**config.mk**
```make
export PLATFORM = sky130hd
export DESIGN_NAME = vga_sync_gen
export DESIGN_NICKNAME = d
export VERILOG_FILES = /design/src/rtl/vga_sync_gen.sv
export SDC_FILE = /design/constraint.sdc
export NUM_CORES = 1
export LEC_CHECK = 0
export CORE_ASPECT_RATIO = 1.1
export CORE_MARGIN = 2
export CORE_UTILIZATION = 43
export DETAILED_ROUTE_END_ITERATION = 16
export GPL_TIMING_DRIVEN = 0
export PLACE_DENSITY_LB_ADDON = 0.12
export SETUP_SLACK_MARGIN = 0.3
export SLEW_MARGIN = 20
export SYNTH_ARGS = -nofsm -noshare
export SYNTH_HDL_FRONTEND = slang
export SYNTH_SLANG_ARGS = --single-unit
export TNS_END_PERCENT = 10
```
**constraint.sdc**
```tcl
create_clock -name clk_i -period 3.6 [get_ports clk_i]
set_input_delay 0.72 -clock clk_i [delete_from_list [all_inputs] [get_ports clk_i]]
set_output_delay 0.72 -clock clk_i [all_outputs]
set_load 0.01 [all_outputs]
```
**src/rtl/vga_sync_gen.sv**
```systemverilog
// rtl/vga_sync_gen.sv - VGA 640x480@60 timing generator with registered output stage
//
// Counts pixels (h_cnt) and lines (v_cnt), presents the visible coordinate to the
// pattern generator, samples its colour and drives registered rgb/hsync/vsync pins.
// Optional feature macro: VGA_CLKDIV_EN (clk_i at 50 MHz, one pixel every 2 clks).
//
// Ports:
//   clk_i          pixel clock (25 MHz, or 50 MHz with VGA_CLKDIV_EN)
//   rst_ni         asynchronous reset, active-low
//   rgb_i          {R,G,B} from pattern generator, combinational from row_o/column_o
//   row_o          visible line 0..V_ACTIVE-1, 0 outside the active area
//   column_o       visible pixel 0..H_ACTIVE-1, 0 outside the active area
//   vga_rgb_o      registered colour, 0 during blanking
//   hsync_o        registered horizontal sync, active-low
//   vsync_o        registered vertical sync, active-low
//   active_o       registered visible flag, aligned with vga_rgb_o
//   frame_start_o  registered one-clk pulse for pixel (0,0)

module vga_sync_gen #(
   parameter int H_ACTIVE = 640,
   parameter int H_FP     = 16,
   parameter int H_SYNC   = 96,
   parameter int H_BP     = 48,
   parameter int V_ACTIVE = 480,
   parameter int V_FP     = 10,
   parameter int V_SYNC   = 2,
   parameter int V_BP     = 33
) (
   input  logic       clk_i,
   input  logic       rst_ni,
   input  logic [2:0] rgb_i,
   output logic [8:0] row_o,
   output logic [9:0] column_o,
   output logic [2:0] vga_rgb_o,
   output logic       hsync_o,
   output logic       vsync_o,
   output logic       active_o,
   output logic       frame_start_o
);

   localparam int H_TOTAL = H_ACTIVE + H_FP + H_SYNC + H_BP;
   localparam int V_TOTAL = V_ACTIVE + V_FP + V_SYNC + V_BP;

   localparam logic [9:0] H_LAST   = 10'(H_TOTAL - 1);
   localparam logic [9:0] V_LAST   = 10'(V_TOTAL - 1);
   localparam logic [9:0] H_VIS    = 10'(H_ACTIVE);
   localparam logic [9:0] V_VIS    = 10'(V_ACTIVE);
   localparam logic [9:0] HS_FIRST = 10'(H_ACTIVE + H_FP);
   localparam logic [9:0] HS_LAST  = 10'(H_ACTIVE + H_FP + H_SYNC - 1);
   localparam logic [9:0] VS_FIRST = 10'(V_ACTIVE + V_FP);
   localparam logic [9:0] VS_LAST  = 10'(V_ACTIVE + V_FP + V_SYNC - 1);

   logic [9:0] h_cnt;
   logic [9:0] v_cnt;
   logic       tick;
   logic       vis;
   logic       hs_n;
   logic       vs_n;

`ifdef VGA_CLKDIV_EN
   // Toggling divider: low on the first clk after release, so the first pixel
   // advance lands on the second clk.
   logic div_q;

   always_ff @(posedge clk_i or negedge rst_ni) begin
      if (!rst_ni) begin
         div_q <= 1'b0;
      end else begin
         div_q <= ~div_q;
      end
   end

   assign tick = div_q;
`else
   assign tick = 1'b1;
`endif

   always_ff @(posedge clk_i or negedge rst_ni) begin
      if (!rst_ni) begin
         h_cnt <= '0;
         v_cnt <= '0;
      end else if (tick) begin
         if (h_cnt == H_LAST) begin
            h_cnt <= '0;
            v_cnt <= (v_cnt == V_LAST) ? '0 : v_cnt + 10'd1;
         end else begin
            h_cnt <= h_cnt + 10'd1;
         end
      end
   end

   assign vis      = (h_cnt < H_VIS) && (v_cnt < V_VIS);
   assign row_o    = vis ? v_cnt[8:0] : '0;
   assign column_o = vis ? h_cnt : '0;
   assign hs_n     = !((h_cnt >= HS_FIRST) && (h_cnt <= HS_LAST));
   assign vs_n     = !((v_cnt >= VS_FIRST) && (v_cnt <= VS_LAST));

   // Output stage: one pixel of latency keeps every pin aligned with the
   // colour sampled for the same coordinate.
   always_ff @(posedge clk_i or negedge rst_ni) begin
      if (!rst_ni) begin
         vga_rgb_o     <= '0;
         hsync_o       <= 1'b1;
         vsync_o       <= 1'b1;
         active_o      <= 1'b0;
         frame_start_o <= 1'b0;
      end else if (tick) begin
         vga_rgb_o     <= vis ? rgb_i : 3'b000;
         hsync_o       <= hs_n;
         vsync_o       <= vs_n;
         active_o      <= vis;
         frame_start_o <= (h_cnt == 10'd0) && (v_cnt == 10'd0);
      end else begin
         // Pulse is one clk wide even when a pixel spans two clks.
         frame_start_o <= 1'b0;
      end
   end

endmodule

```
==> summary.md <==
| Metric | Value |
|---|---|
| Post_cts resized | 0 |
| Final core utilization | 0.5689 |
| Post-Synthesis Cells | 152 |
| Post-synth EDFFs | 0 |
| Switching Power | 97.67 uW |
| TritonRoute pass-1 iters | 4 |
| Crit path cell chain | and4_1 > buf_2 > nor3_4 > buf_2 > and2_2 > clkdlybuf4s50_1 |
| Final ANT Viol Nets | 0 |
| H-tree depth | 1 |
| First-pass GRT wire length | 5526 um |
| Number of global-route vias before repair | 1189 |
| Synth-to-Final Area Change | 26.20% |
| Slowest CP cell | clkdlybuf4s50_1 |
| Avg Cell Area, Syn | 9.960 um2 |
| Crit-path max FO | 10 |
| Num CTS Buffers | 3 |
| Die Y | 66.24 um |
| Yosys warns | 0 |
| Largest delay share family, worst path | buffers and inverters |
| Place WS | 0.7835 ns |
| Status | complete, no violations |
| Ports | 31 |
| Syn Nets | 161 |
| Worst Path Required | 2.88 ns |
| Total track usage | 0.1814 |
| Routed via count | 1202 |
| Layout Skew | 0.01334 ns |
| Post-route setup slack | 0.5616 ns |
| Share of cells above drive strength 1 | 0.1383 |
| Final slew viol count | 0 |
| RSZ-0062 raised after global routing | false |
| Max-slew headroom | 0.5967 |
| ANT cells | 0 |
| Detailed-placement wirelength estimate | 2256 um |
| Cell Area, Synth | 1514 um2 |
| Worst slew pin tran | 0.6050 ns |
| Max-cap viol count | 0 |
| Final period util | 0.8440 |
| # rows | 22 |
| Filler cell count | 318 |
| Initial antenna violation count | 0 |
| Worst min path class | in2async |
| Worst Setup Path Type | reg2out |
| Post-CTS Repair Setup Buffers | 0 |
| Port buffer count | 30 |
| WL final | 3069 um |
| Cell Int Power | 355.4 uW |
| Sequential fraction of the synthesis area | 0.4479 |
| #FFs+latches synth | 27 |
| Total negative slack | 0 ns |
| DP Cell Count | 230 |
| Worst-path clk slew | 0.15 ns |
| Peak VDD IR | 92.97 uV |
| Starting Density | 0.4508 |
| Final Hold Fails | 0 |
| Clk pwr share | 0.293 |
| Reg power frac | 0.674 |
| Synth Area in Compound Gates | 0.06033 |
| Synth unique cells | 41 |
| Asr flop ratio synth | 1.000 |
| Comb power frac | 0.032 |
| Xor/xnor share of the synthesized area | 0.05207 |
| Layout Nets | 198 |
| Die Area | 4012 um2 |
| Final Non-Filler Cells | 236 |
| CTS tree | yes |
| # hold bufs at CTS | 0 |
| Crit path top cell by count | buf_2 |
| Fin crit period | 3.038 ns |
| Post-Synth Adder-Cell Area | 0.03306 |
| Setup Viol. Count Final | 0 |
| Mux cell area share after synthesis | 0.01322 |
| Top FF cell, synth | dfrtp_1 |
| DRT iter0 DRCs | 35 |
| GRT overflow | 0 |
| P_leak | 0.8359 nW |
| Arrival time at the worst endpoint | 2.32 ns |
| DR vias/cell | 5.093 |
| Net Sw Frac | 0.2156 |
| Post-synthesis simple-gate area fraction | 0.3372 |
| Pin count of the biggest net entering global routing | 28 |
| Sink Count | 27 |
| Pwr Density | 237.1 nW/um2 |
| Slowest Stage Delay on Critical Path | 0.52 ns |
| Remaining DRCs | 0 |
| Worst Setup Start Kind | flop |
| Max clock buf depth | 2 |
| Max Fclk | 329.1 MHz |
| Clock latency on the worst-skew pair | 0.33 ns |
| RePlAce Congestion | 0.8440 |
| Buf+Inv Stages, Crit Path | 3 |
| Root Driver | clkbuf_4 |
| Core Region | 3358 um2 |
| Largest family of logic cells by synthesized area | simple AND/OR/NAND/NOR gates |
| Avg WL per Cell | 13.00 um |
| DIE WIDTH | 60.58 um |
| Crit end category | output port |
==> layer usage <==
metal	vias to the layer above	share of wire	GRT usage
li1	598	-	-
met1	566	0.48	0.2519
met2	32	0.46	0.2917
met3	6	0.038	0.02153
met4	0	0.012	0.05707
met5	-	0	0
==> logic make-up (layout without fill, tap and decap cells) <==
family,after synthesis,in the layout
flip-flops,27,27
XOR/XNOR,9,9
buffers and inverters,14,50
AND/OR/NAND/NOR,81,81
AO/OA/AOI/OAI,15,15
multiplexers,2,2
adder cells (fa/ha/maj),4,4
==> worst reg2reg max path, stage by stage (launching register included) <==
cell and delay [ns]:
dfrtp_1 0.43, ha_1 0.26, nand4_2 0.19, or3_4 0.46
a21o_1 0.17, a21o_1 0.17
==> power groups by stage <==
stage                     clock network (mW)  registers, mW  logic, mW
after floorplan                            0          0.312    0.00107
after global placement                     0          0.311     0.0155
after detailed placement                   0          0.311     0.0152
after CTS                              0.141          0.306     0.0153
after global routing                   0.150          0.306     0.0168
final                                  0.133          0.305     0.0146
==> placed cells by master, fill, tap and decap left out, types with 2 or more instances in the layout <==
cell type        netlist  final
clkbuf_4               0      3
a21o_1                 2      2
nor3_1                 3      3
nor2_1                10     10
nand2_1               10     10
buf_2                  2      3
o21ai_0                6      6
dfrtp_1               25     25
inv_1                  6      6
nor4_1                 6      6
buf_4                  4      6
dfstp_2                2      2
and2_2                 2      2
nor4b_1                2      2
xor2_1                 5      5
buf_6                  2      2
a21oi_1                4      4
and2_1                18     18
xnor2_1                4      4
ha_1                   4      4
nand3_1                9      9
nand4_1                3      3
and4_1                 2      2
clkdlybuf4s50_1        0     29
mux2i_1                2      2
or3_1                  2      2
==> final timing paths <==
kind,startpoint,slack (ns),cells after the start,end
max in group asynchronous,rst_ni,2.83,1,h_cnt[2]
worst max register to register,h_cnt[0],1.85,5,v_cnt[3]
worst min register to register,v_cnt[1],0.52,1,vsync_o
worst min-delay path,rst_ni,0.37,1,frame_start_o
min in group clk_i,v_cnt[1],0.52,1,vsync_o
worst max-delay path,v_cnt[5],0.56,6,column_o[3]
==> per-stage QoR <==
stage               total power [mW]  hold slack, ns  cell area, um2
floorplan                     0.3133          0.4244            1514
global placement              0.3267          0.4952            1874
detailed placement            0.3263          0.5092            1869
CTS                           0.4618          0.3873            1896
global route                  0.4728          0.4145            1911
finish                        0.4530          0.3743            1911
==> flip-flops by register name (all words and copies together) (netlist names) <==
| name | flops |
|---|---|
| h_cnt | 10 |
| v_cnt | 10 |
| vga_rgb_o | 3 |
| active_o | 1 |
| frame_start_o | 1 |
| hsync_o | 1 |
| vsync_o | 1 |
==> layout make-up <==
class | instances | area [um2] | share of cell area
sequential | 27 | 678.2 | 0.3549
timing repair buffer | 32 | 310.3 | 0.1624
inverter | 6 | 22.52 | 0.01179
clock buffer | 4 | 26.28 | 0.01375
tap | 48 | 60.06 | 0.03143
buffer | 8 | 62.56 | 0.03274
multi-input combinational | 111 | 750.7 | 0.3929
==> synthesized netlist by cell type (3+ instances only) <==
| cell | instances | share of area |
|---|---|---|
| dfrtp_1 | 25 | 0.41 |
| a21oi_1 | 4 | 0.013 |
| nor2_1 | 10 | 0.025 |
| o21ai_0 | 6 | 0.020 |
| inv_1 | 6 | 0.015 |
| nand3_1 | 9 | 0.030 |
| xnor2_1 | 4 | 0.023 |
| ha_1 | 4 | 0.033 |
| and2_1 | 18 | 0.074 |
| xor2_1 | 5 | 0.029 |
| nor3_1 | 3 | 0.0099 |
| nand2_1 | 10 | 0.025 |
| nand4_1 | 3 | 0.012 |
| buf_4 | 4 | 0.020 |
| nor4_1 | 6 | 0.025 |
Power figures use the tool's default switching activity.
